### src/rtl/config_loader_if.sv
// Word stream interface feeding the configuration loader.
//   word_data  : bitstream word. The MSB is the earliest bit on the chain.
//   word_valid : the producer is presenting word_data.
//   word_ready : the loader will accept word_data at the next clock edge.
// A word transfers on a rising edge where word_valid && word_ready are both high.
// After the producer raises word_valid, it holds word_data stable until that transfer.
interface config_loader_if #(
  parameter int WORD_WIDTH = 8
);
  logic [WORD_WIDTH-1:0] word_data;
  logic                  word_valid;
  logic                  word_ready;

  modport master (output word_data, output word_valid, input word_ready);
  modport slave  (input word_data, input word_valid, output word_ready);
endinterface

### src/rtl/config_loader.sv
// config_loader: serializes bitstream words onto a tile's configuration shift chain.
// First it clears the chain. Then it shifts in exactly CHAIN_LENGTH bits, MSB-first,
// and pulses done.
// Ports:
//   clock, nreset      : system clock; synchronous active-low reset
//   start_i, abort_i   : start a clear+load sequence / cancel it
//   word_if (slave)    : word stream (see config_loader_if)
//   config_out_o       : serial bit into the chain
//   config_enable_o    : chain shift enable
//   config_nreset_o    : chain reset, active low
//   busy_o, done_o     : not-idle flag / one-cycle completion pulse
//   state_o            : current FSM state, for debug
// Every output is a register. Each output register is loaded from the next state.
module config_loader #(
  parameter int WORD_WIDTH   = 8,
  parameter int CHAIN_LENGTH = 146,
  parameter int CLEAR_CYCLES = 2
) (
  input  logic             clock,
  input  logic             nreset,
  input  logic             start_i,
  input  logic             abort_i,
  config_loader_if.slave   word_if,
  output logic             config_out_o,
  output logic             config_enable_o,
  output logic             config_nreset_o,
  output logic             busy_o,
  output logic             done_o,
  output logic [2:0]       state_o
);
  localparam int CW = $clog2(CHAIN_LENGTH + 1);
  localparam int KW = $clog2(CLEAR_CYCLES + 1);
  localparam int SW = $clog2(WORD_WIDTH + 1);

  typedef enum logic [2:0] {
    S_IDLE  = 3'd0,
    S_CLEAR = 3'd1,
    S_LOAD  = 3'd2,
    S_SHIFT = 3'd3,
    S_DONE  = 3'd4
  } state_t;

  state_t                state_q, state_d;
  logic [KW-1:0]         clr_cnt_q, clr_cnt_d;
  logic [CW-1:0]         bits_left_q, bits_left_d;
  // Bits still to be shifted from the current word after the one on config_out.
  logic [SW-1:0]         word_left_q, word_left_d;
  logic [WORD_WIDTH-1:0] sreg_q, sreg_d;
  logic                  word_ready_q, word_ready_d;
  logic                  config_out_q, config_out_d;
  logic                  config_enable_q, config_enable_d;
  logic                  config_nreset_q, config_nreset_d;
  logic                  busy_q, busy_d;
  logic                  done_q, done_d;

  always_ff @(posedge clock) begin
    if (!nreset) begin
      state_q         <= S_IDLE;
      clr_cnt_q       <= '0;
      bits_left_q     <= '0;
      word_left_q     <= '0;
      sreg_q          <= '0;
      word_ready_q    <= 1'b0;
      config_out_q    <= 1'b0;
      config_enable_q <= 1'b0;
      config_nreset_q <= 1'b1;
      busy_q          <= 1'b0;
      done_q          <= 1'b0;
    end else begin
      state_q         <= state_d;
      clr_cnt_q       <= clr_cnt_d;
      bits_left_q     <= bits_left_d;
      word_left_q     <= word_left_d;
      sreg_q          <= sreg_d;
      word_ready_q    <= word_ready_d;
      config_out_q    <= config_out_d;
      config_enable_q <= config_enable_d;
      config_nreset_q <= config_nreset_d;
      busy_q          <= busy_d;
      done_q          <= done_d;
    end
  end

  always_comb begin
    state_d      = state_q;
    clr_cnt_d    = clr_cnt_q;
    bits_left_d  = bits_left_q;
    word_left_d  = word_left_q;
    sreg_d       = sreg_q;
    config_out_d = 1'b0;

    case (state_q)
      S_IDLE: begin
        if (start_i) begin
          state_d   = S_CLEAR;
          clr_cnt_d = KW'(CLEAR_CYCLES);
        end
      end
      S_CLEAR: begin
        if (clr_cnt_q == KW'(1)) begin
          state_d     = S_LOAD;
          clr_cnt_d   = '0;
          bits_left_d = CW'(CHAIN_LENGTH);
        end else begin
          clr_cnt_d = clr_cnt_q - KW'(1);
        end
      end
      S_LOAD: begin
        if (word_if.word_valid && word_ready_q) begin
          // The MSB goes straight to config_out. The rest waits in sreg.
          // A short last word keeps only the bits still owed to the chain.
          state_d      = S_SHIFT;
          config_out_d = word_if.word_data[WORD_WIDTH-1];
          sreg_d       = word_if.word_data << 1;
          bits_left_d  = bits_left_q - CW'(1);
          if (32'(bits_left_q) >= WORD_WIDTH) word_left_d = SW'(WORD_WIDTH - 1);
          else                                word_left_d = SW'(bits_left_q - CW'(1));
        end
      end
      S_SHIFT: begin
        if (word_left_q == '0) begin
          state_d = (bits_left_q == '0) ? S_DONE : S_LOAD;
        end else begin
          config_out_d = sreg_q[WORD_WIDTH-1];
          sreg_d       = sreg_q << 1;
          word_left_d  = word_left_q - SW'(1);
          bits_left_d  = bits_left_q - CW'(1);
        end
      end
      S_DONE:  state_d = S_IDLE;
      default: state_d = S_IDLE;
    endcase

    // abort takes priority over any start or handshake. From IDLE it also blocks start.
    if (abort_i) state_d = S_IDLE;

    word_ready_d    = (state_d == S_LOAD);
    config_enable_d = (state_d == S_SHIFT);
    config_nreset_d = (state_d != S_CLEAR);
    busy_d          = (state_d != S_IDLE);
    done_d          = (state_d == S_DONE);
    if (state_d != S_SHIFT) config_out_d = 1'b0;
  end

  assign word_if.word_ready = word_ready_q;
  assign config_out_o       = config_out_q;
  assign config_enable_o    = config_enable_q;
  assign config_nreset_o    = config_nreset_q;
  assign busy_o             = busy_q;
  assign done_o             = done_q;
  assign state_o            = state_q;
endmodule

### src/flat_wrapper.sv
// flat-port wrapper written by rule: the top's interface ports become plain ports
module config_loader_flat 
#(
  parameter int WORD_WIDTH   = 8,
  parameter int CHAIN_LENGTH = 146,
  parameter int CLEAR_CYCLES = 2
)
  (clock, nreset, start_i, abort_i, config_out_o, config_enable_o, config_nreset_o, busy_o, done_o, state_o, word_if_word_data, word_if_word_valid, word_if_word_ready);
  config_loader_if #(.WORD_WIDTH(WORD_WIDTH)) word_if_i ();
  input  logic clock;
  input  logic nreset;
  input  logic start_i;
  input  logic abort_i;
  output logic config_out_o;
  output logic config_enable_o;
  output logic config_nreset_o;
  output logic busy_o;
  output logic done_o;
  output logic [2:0] state_o;
  input wire logic [$bits(word_if_i.word_data)-1:0] word_if_word_data;
  input wire logic [$bits(word_if_i.word_valid)-1:0] word_if_word_valid;
  output wire logic [$bits(word_if_i.word_ready)-1:0] word_if_word_ready;
  assign word_if_i.word_data = word_if_word_data;
  assign word_if_i.word_valid = word_if_word_valid;
  assign word_if_word_ready = word_if_i.word_ready;
  config_loader #(.WORD_WIDTH(WORD_WIDTH), .CHAIN_LENGTH(CHAIN_LENGTH), .CLEAR_CYCLES(CLEAR_CYCLES)) u_core (.clock(clock), .nreset(nreset), .start_i(start_i), .abort_i(abort_i), .word_if(word_if_i), .config_out_o(config_out_o), .config_enable_o(config_enable_o), .config_nreset_o(config_nreset_o), .busy_o(busy_o), .done_o(done_o), .state_o(state_o));
endmodule
### config.mk
export PLATFORM = sky130hd
export DESIGN_NAME = config_loader_flat
export DESIGN_NICKNAME = d
export VERILOG_FILES = /design/src/rtl/config_loader_if.sv /design/src/rtl/config_loader.sv /design/src/flat_wrapper.sv
export SDC_FILE = /design/constraint.sdc
export NUM_CORES = 1
export LEC_CHECK = 0
export ABC_AREA = 1
export CORE_MARGIN = 2
export CORE_UTILIZATION = 45
export DETAILED_ROUTE_END_ITERATION = 8
export PLACE_DENSITY = 0.68
export SLEW_MARGIN = 20
export SYNTH_ARGS = -nofsm -noshare
export SYNTH_HDL_FRONTEND = slang
export SYNTH_SLANG_ARGS = --single-unit
### constraint.sdc
create_clock -name clock -period 3.06 [get_ports clock]
set_clock_uncertainty 0.2 [all_clocks]
set_input_delay 0.459 -clock clock [delete_from_list [all_inputs] [get_ports clock]]
set_output_delay 0.459 -clock clock [all_outputs]
set_load 0.05 [all_outputs]
# Word level (Yosys, flattened, before mapping)

Index checks and enable logic that the tools add are counted.

Register bits after elaboration: 31
Input bits: 13
Output and inout port bits: 9
Logic and storage cells: 65

$add $sub $neg: 3
$lt $le $gt $ge: 1
Equal/unequal tests: 13
Multiplexer cells: 24
Bitwise operators: 1
Reduce and logical (&&, ||, !) cells: 12

Operators by type and width:

| kind                | count |
|---|---|
| $mux 8              | 5 |
| $pmux 8 s3          | 1 |
| $mux 3              | 6 |
| $pmux 8 s2          | 1 |
| $eq 3x2->1 const B  | 4 |
| $mux 4              | 3 |
| $pmux 3 s4          | 1 |
| $ge 8x4->1 const B  | 1 |
| $logic_not 8->1     | 1 |
| $pmux 4 s2          | 1 |
| $sub 8x1->8 const B | 1 |
| $reduce_bool 3->1   | 2 |
| $logic_not 4->1     | 1 |
| $mux 2              | 2 |
| $ne 2x1->1 const B  | 2 |
| $ne 2x2->1 const B  | 2 |
| $pmux 2 s2          | 1 |
| $reduce_and 4->1    | 1 |
| $reduce_bool 2->1   | 2 |
| $sub 4x1->4 const B | 1 |
| $eq 3x1->1 const B  | 1 |
| $eq 3x3->1 const B  | 1 |
| $logic_not 3->1     | 1 |
| $ne 3x1->1 const B  | 1 |
| other kinds (10)    | 11 |

# Logic depth before layout (Yosys ltp)

Gate-level depths: netlist of the first run.

Depth in word-level cells: 7
Gate-level depth with buffers: 11
Depth with buffers taken out: 11

# Worst setup path before layout of the first run

OpenSTA, ideal clock, no wires.

Path type: flip-flop to flip-flop
From: reg u_core.state_q[1] (netlist: u_core.state_o[1])
To: reg u_core.config_nreset_q (netlist: u_core.config_nreset_o)
Library setup time: 115 ps
Arrival time: 1486 ps
Data required time: 2745 ps
Setup slack: 1259 ps
Cell stages (with the launch flop): 10
Path buffers: 0
Clock period less this slack: 1801 ps
Path through: dfxtp_1 nand2_1 nor2_4 nand2_1 nand2_2 inv_2 nand2_1 nand2_1 nor2_2 nand2_1

Longest elaborated chain between the ends: 4
Elaborated cells between the ends (all ways): 11
Classes of those cells: eq/ne: 4; mux: 6; reduce/logical: 1

RTL lines:

| element                                  | RTL line             | source |
|---|---|---|
| from (decl)                              | config_loader.sv:43  | `state_t state_q, state_d;` |
| from (signal assigned)                   | config_loader.sv:70  | `state_q <= state_d;` |
| $eq 3x2->1, or another cell as far along | config_loader.sv:92  | `case (state_q)` |
| $pmux 3 s4 (*)                           | config_loader.sv:92  |  |
| $mux 3 (*)                               | config_loader.sv:135 | `if (abort_i) state_d = S_IDLE;` |
| $ne 3x1->1 (*)                           | config_loader.sv:139 | `config_nreset_d = (state_d != S_CLEAR);` |
| to (signal assigned)                     | config_loader.sv:78  | `config_nreset_q <= config_nreset_d;` |
| to (decl)                                | config_loader.sv:52  | `logic config_nreset_q, config_nreset_d;` |

Every way passes the cells marked *; elsewhere a longest branch is shown, timed or not.
A chain may end at the register's enable or synchronous reset.

# Worst setup path after layout of the first run

From: reg u_core.state_q[2] (netlist: u_core.state_o[2])
To: out state_o[2]

RTL lines:

| element   | RTL line           | source |
|---|---|---|
| to (decl) | flat_wrapper.sv:19 | `output logic [2:0] state_o;` |

No word-level cell between the ends.

==> impl_metrics.env, run 1 <==
export IMPL_status="finished, final reports clean"
export IMPL_nets=260
export IMPL_via_count=1404
export IMPL_drc=0
export IMPL_fp_dieH_um=61.9
export IMPL_yosysWarnings=0
export IMPL_wl_per_cell_um=10.5
export IMPL_ios=22
export IMPL_finalHoldViolCount=0
export IMPL_cts_path_max_buffers=2
export IMPL_arrival_ps=1720
export IMPL_seq_area_frac_synth=0.398
export IMPL_cts_buffers=5
export IMPL_crit_type="flop to output pin"
export IMPL_crit_family="buffers and inverters"
export IMPL_synth_top_area_share=0.398
export IMPL_syn_area_um2=1510
export IMPL_post_route_period_util=0.776
export IMPL_post_cts_setup_buffer_count=0
export IMPL_tightest_slew_ps=499
export IMPL_syn2layout_area_growth_pct=23.3
export IMPL_whs_ps=271
export IMPL_maxCapViolations=0
export IMPL_yosysMostFrequentCell="nand2_1"
export IMPL_ctsResizeCount=0
export IMPL_peakVddDrop_v=0.000338
export IMPL_cts_root_buf="clkbuf_4"
export IMPL_crit_fanout=5
export IMPL_avgSynthCellArea_um2=6.89
export IMPL_path_cells="clkdlybuf4s50_1"
export IMPL_slew_viol_final=0
export IMPL_p_int_mw=0.724
export IMPL_clock_sinks=30
export IMPL_viasPerCell=4.84
export IMPL_fin_crit_ps=2370
export IMPL_grt_ovfl_total=0
export IMPL_hold_buffers=0
export IMPL_setup_violations=0
export IMPL_drt_first_pass_iters=4
export IMPL_final_setup_tns_ps=0
export IMPL_drt_iter0_drc=70
export IMPL_syn_inst=219
export IMPL_start_util=0.459
export IMPL_slew_headroom=0.667
export IMPL_final_cells=290
export IMPL_clkLatencyLatePin_ps=330
export IMPL_yosys_area_top_type="dfxtp_1"
export IMPL_clock_power_share=0.445
export IMPL_cts_tree="yes"
export IMPL_antenna_found_initial=0
export IMPL_synth_cell_types=29
export IMPL_place_inst=282
export IMPL_power_density_nw_per_um2=505
export IMPL_end_kind="output pin"
export IMPL_startpoint_type="flop"
export IMPL_die_area_um2=3830
export IMPL_path_buf_inv=1
export IMPL_seqPwrFrac=0.433
export IMPL_grt_start_max_net_pins=22
export IMPL_dp_final_hpwl_mm=2.26
export IMPL_drive_gt1_frac=0.0820
export IMPL_rsz0062_at_grt="false"
export IMPL_ys_top_cells_by_area="dfxtp_1, nand2_1, inv_1"
export IMPL_syn_num_nets=236
export IMPL_port_buffers=21
export IMPL_clk_pin_slew_ps=100
export IMPL_wirelength_mm=3.04
export IMPL_fmax_ghz=0.421
export IMPL_rows=21
export IMPL_gp_congestion=0.780
export IMPL_dieWidth_um=61.9
export IMPL_hold_path_class="flop to flop"
export IMPL_p_leak_nw=0.806
export IMPL_switchingPower_mw=0.214
export IMPL_required_ps=2400
export IMPL_coreArea_um2=3280
export IMPL_grt_first_pass_wirelength_mm=4.95
export IMPL_grt_usage=0.179
export IMPL_swShare=0.228
export IMPL_grt_pass1_vias=1179
export IMPL_ys_ff_latch=30
export IMPL_h_tree_depth=2
export IMPL_async_reset_ff_frac=0
export IMPL_insertedDiodeCount=0
export IMPL_synth_main_ff_cell="dfxtp_1"
export IMPL_ys_top_cells_by_count="nand2_1, dfxtp_1, inv_1"
export IMPL_antenna_left=0
export IMPL_cp_slowest_cell="clkdlybuf4s50_1"
export IMPL_synth_edf_count=0
export IMPL_comb_power_share=0.122
export IMPL_slowest_delay_ps=870
[sequential cells by signal, indices dropped and copies added (netlist names)]
signal and count:
u_core.bits_left_q 8, u_core.busy_o 1, u_core.clr_cnt_q 2, u_core.config_enable_o 1, u_core.config_nreset_o 1, u_core.config_out_o 1
u_core.done_o 1, u_core.sreg_q 7, u_core.state_o 3, u_core.word_if.word_ready 1, u_core.word_left_q 4
[power by group through the flow]
stage,Combinational [mW],Sequential (mW),Clock (mW)
2_1_floorplan,0.0717,0.422,0
3_3_place_gp,0.114,0.416,0
3_5_place_dp,0.114,0.415,0
4_1_cts,0.115,0.406,0.428
5_1_grt,0.131,0.408,0.445
6_report,0.115,0.406,0.418
[final cells by class]
| class | instances | area (um2) |
|---|---|---|
| well taps | 46 | 57.6 |
| clock inverters | 2 | 60.1 |
| fillers | 318 | 1420 |
| inverters | 30 | 113 |
| repair buffers | 22 | 218 |
| multi-input cells | 154 | 761 |
| flip-flops and latches | 30 | 601 |
| clock buffers | 6 | 51.3 |
[metal layers]
metal / global-route usage / share of wire / up-vias
met5: 0 / 0 / -
met2: 0.277 / 0.45 / 26
met4: 0.0729 / 0.018 / 0
li1: - / - / 757
met3: 0.0621 / 0.042 / 9
met1: 0.227 / 0.49 / 612
[cell families (layout without fill, tap and decap cells)]
| logic type | Yosys count | in the layout | synth area share |
|---|---|---|---|
| compound gates | 36 | 36 | 0.132 |
| xor+xnor | 2 | 2 | 0.0116 |
| fa+ha+maj | 4 | 4 | 0.0332 |
| buf+inv | 35 | 60 | 0.0978 |
| flops | 30 | 30 | 0.398 |
| simple gates | 112 | 112 | 0.328 |
[cells in the final DEF (no fill, tap or decap), drive strengths merged, types with 2 or more instances in the layout]
| cell type | count |
|---|---|
| nand2 | 63 |
| ha | 4 |
| o21ai | 17 |
| inv | 29 |
| a31oi | 7 |
| bufinv | 2 |
| clkbuf | 6 |
| dfxtp | 30 |
| nand3b | 2 |
| nand3 | 20 |
| nand4 | 4 |
| a21oi | 9 |
| clkdlybuf4s50 | 21 |
| nor2 | 21 |
[worst paths after layout]
path	end	from	slack [ps]	cells after the start
worst min-delay path	u_core.bits_left_q[0]$_SDFFE_PN0P_	u_core.bits_left_q[0]$_SDFFE_PN0P_	270	2
worst max-delay path	state_o[2]	u_core.state_o[2]$_SDFF_PN0_	690	1
worst max register to register	u_core.busy_o$_SDFF_PN0_	u_core.state_o[0]$_SDFF_PN0_	1100	10
worst min register to register	u_core.bits_left_q[0]$_SDFFE_PN0P_	u_core.bits_left_q[0]$_SDFFE_PN0P_	270	2
[metrics by stage]
step           total power [mW]  instance area (um2)  utilization  worst slack (ps)
2_1_floorplan             0.494                 1510            -              1260
3_3_place_gp              0.529                 1750        0.533               932
3_5_place_dp              0.530                 1750        0.533               914
4_1_cts                   0.949                 1860        0.566               662
5_1_grt                   0.984                 1860        0.566               620
6_report                  0.939                 1860        0.566               685
Power figures use the tool's default switching activity.
==> inputs of run 2 (changes only) <==
==> constraint.sdc (replaced) <==
create_clock -name clock -period 2.44 [get_ports clock]
set_clock_uncertainty 0.2 [all_clocks]
set_input_delay 0.366 -clock clock [delete_from_list [all_inputs] [get_ports clock]]
set_output_delay 0.366 -clock clock [all_outputs]
set_load 0.05 [all_outputs]
==> run 2 against run 1 <==
  * Die area unchanged
  * Global-route usage fell by 0.46 points
  * Final area decreased by 1.4%
  * Non-clock buffer count rose by 1
  * Highest routed layer unchanged
  * Via count about the same
  * Worst setup slack got worse by 510 ps
==> impl_metrics.env, run 2 (synthesis gave the netlist of run 1 again) <==
export IMPL_port_buffers=21
export IMPL_hold_buffers=0
export IMPL_final_setup_tns_ps=0
export IMPL_finalHoldViolCount=0
export IMPL_hold_path_class="flop to flop"
export IMPL_die_area_um2=3830
export IMPL_dp_final_hpwl_mm=2.29
export IMPL_status="finished, final reports clean"
export IMPL_clkLatencyLatePin_ps=340
export IMPL_drt_first_pass_iters=4
export IMPL_dieWidth_um=61.9
export IMPL_fillerInstances=319
export IMPL_regMostFlops="u_core.bits_left_q"
export IMPL_gp_congestion=0.806
export IMPL_insertedDiodeCount=0
export IMPL_drc=0
export IMPL_fin_crit_ps=2260
export IMPL_viasPerCell=4.82
export IMPL_crit_family="buffers and inverters"
export IMPL_power_mw=1.04
export IMPL_syn2layout_area_growth_pct=21.6
export IMPL_min_delay_start="u_core.bits_left_q[0]$_SDFFE_PN0P_"
export IMPL_seq_area_um2=601
export IMPL_required_ps=1870
export IMPL_end_kind="output pin"
export IMPL_wirelength_mm=3.09
export IMPL_post_route_period_util=0.927
export IMPL_h_tree_depth=2
export IMPL_rows=21
export IMPL_drt_iter0_drc=69
export IMPL_final_common_cell="nand2_1"
export IMPL_grt_usage=0.174
export IMPL_comb_power_share=0.137
export IMPL_power_density_nw_per_um2=568
export IMPL_crit_type="flop to output pin"
export IMPL_drive_gt1_frac=0.0857
export IMPL_setup_violations=0
export IMPL_fmax_ghz=0.442
export IMPL_cts_root_buf="clkbuf_4"
export IMPL_ios=22
export IMPL_coreArea_um2=3280
export IMPL_switchingPower_mw=0.268
export IMPL_p_leak_nw=0.798
export IMPL_wl_per_cell_um=10.6
export IMPL_reg_largest_list="u_core.bits_left_q x8, u_core.sreg_q x7, u_core.word_left_q x4"
export IMPL_p_int_mw=0.773
export IMPL_ctsResizeCount=0
export IMPL_rsz0062_at_grt="false"
export IMPL_arrival_ps=1690
export IMPL_slew_viol_final=0
export IMPL_final_cell_area_um2=1830
export IMPL_start_util=0.459
export IMPL_grt_ovfl_total=0
export IMPL_grt_start_max_net_pins=21
export IMPL_mostFrequentLayoutCells="nand2_1, dfxtp_1, inv_1"
export IMPL_peakVddDrop_v=0.000316
export IMPL_slowest_delay_ps=860
export IMPL_startpoint_type="flop"
export IMPL_crit_start="u_core.state_o[2]$_SDFF_PN0_"
export IMPL_path_cells="clkdlybuf4s50_1"
export IMPL_swShare=0.257
export IMPL_nets=261
export IMPL_multi_input_area_um2=761
export IMPL_antenna_found_initial=0
export IMPL_path_buf_inv=1
export IMPL_seqPwrFrac=0.490
export IMPL_placed_area_um2=1760
export IMPL_cts_buffers=5
export IMPL_cts_tree="yes"
export IMPL_clock_power_share=0.373
export IMPL_clock_sinks=30
export IMPL_fp_dieH_um=61.9
export IMPL_grt_first_pass_wirelength_mm=4.69
export IMPL_maxCapViolations=0
export IMPL_tightest_slew_ps=517
export IMPL_largest_reg_flops=8
export IMPL_slew_headroom=0.654
export IMPL_r2r_start="u_core.state_o[0]$_SDFF_PN0_"
export IMPL_grt_pass1_vias=1114
export IMPL_clk_pin_slew_ps=90
export IMPL_cts_path_max_buffers=2
export IMPL_crit_fanout=5
export IMPL_via_count=1403
export IMPL_cp_slowest_cell="clkdlybuf4s50_1"
export IMPL_antenna_left=0
export IMPL_post_cts_setup_buffer_count=0
==> run 2: metal layers <==
metal	vias up	routed length (um)	part of all wire	track usage
li1	756	-	-	-
met1	619	1510	0.49	0.219
met2	23	1420	0.46	0.271
met3	5	117	0.038	0.0559
met4	0	46	0.015	0.0821
met5	-	0	0	0
==> run 2: area by class of cell <==
class                   instances  area share
repair buffers                 23       0.123
well taps                      46      0.0314
clock inverters                 3      0.0218
multi-input cells             154       0.415
clock buffers                   5      0.0205
inverters                      30      0.0614
flip-flops and latches         30       0.327
==> run 2: path summary, 6_finish.rpt <==
path	to	slack, ps	depth (start not counted)
hold / removal	u_core.bits_left_q[0]$_SDFFE_PN0P_	270	2
setup / recovery	state_o[2]	180	1
setup reg to reg	u_core.bits_left_q[2]$_SDFFE_PN0P_	550	7
hold reg to reg	u_core.bits_left_q[0]$_SDFFE_PN0P_	270	2
==> run 2: power by group through the flow <==
stage / sequential (mW) / combinational (mW) / clock (mW)
6_report: 0.510 / 0.143 / 0.389
5_1_grt: 0.512 / 0.163 / 0.417
4_1_cts: 0.510 / 0.143 / 0.397
3_5_place_dp: 0.522 / 0.143 / 0
3_3_place_gp: 0.521 / 0.142 / 0
2_1_floorplan: 0.529 / 0.0899 / 0
==> run 2: through the flow <==
stage / worst slack, ps / std cells / utilization / hold WS, ps
final: 179 / 291 / 0.558 / 275
after global routing: 111 / 291 / 0.558 / 308
after CTS: 162 / 291 / 0.558 / 276
after detailed placement: 432 / 283 / 0.535 / 262
after global placement: 454 / 283 / 0.535 / 254
after floorplan: 639 / 219 / - / 243
==> run 2: worst min-delay path, cell delays in order (launching register included) <==
cell,delay [ps]
dfxtp_1,320
nand2_1,60
a21oi_1,60
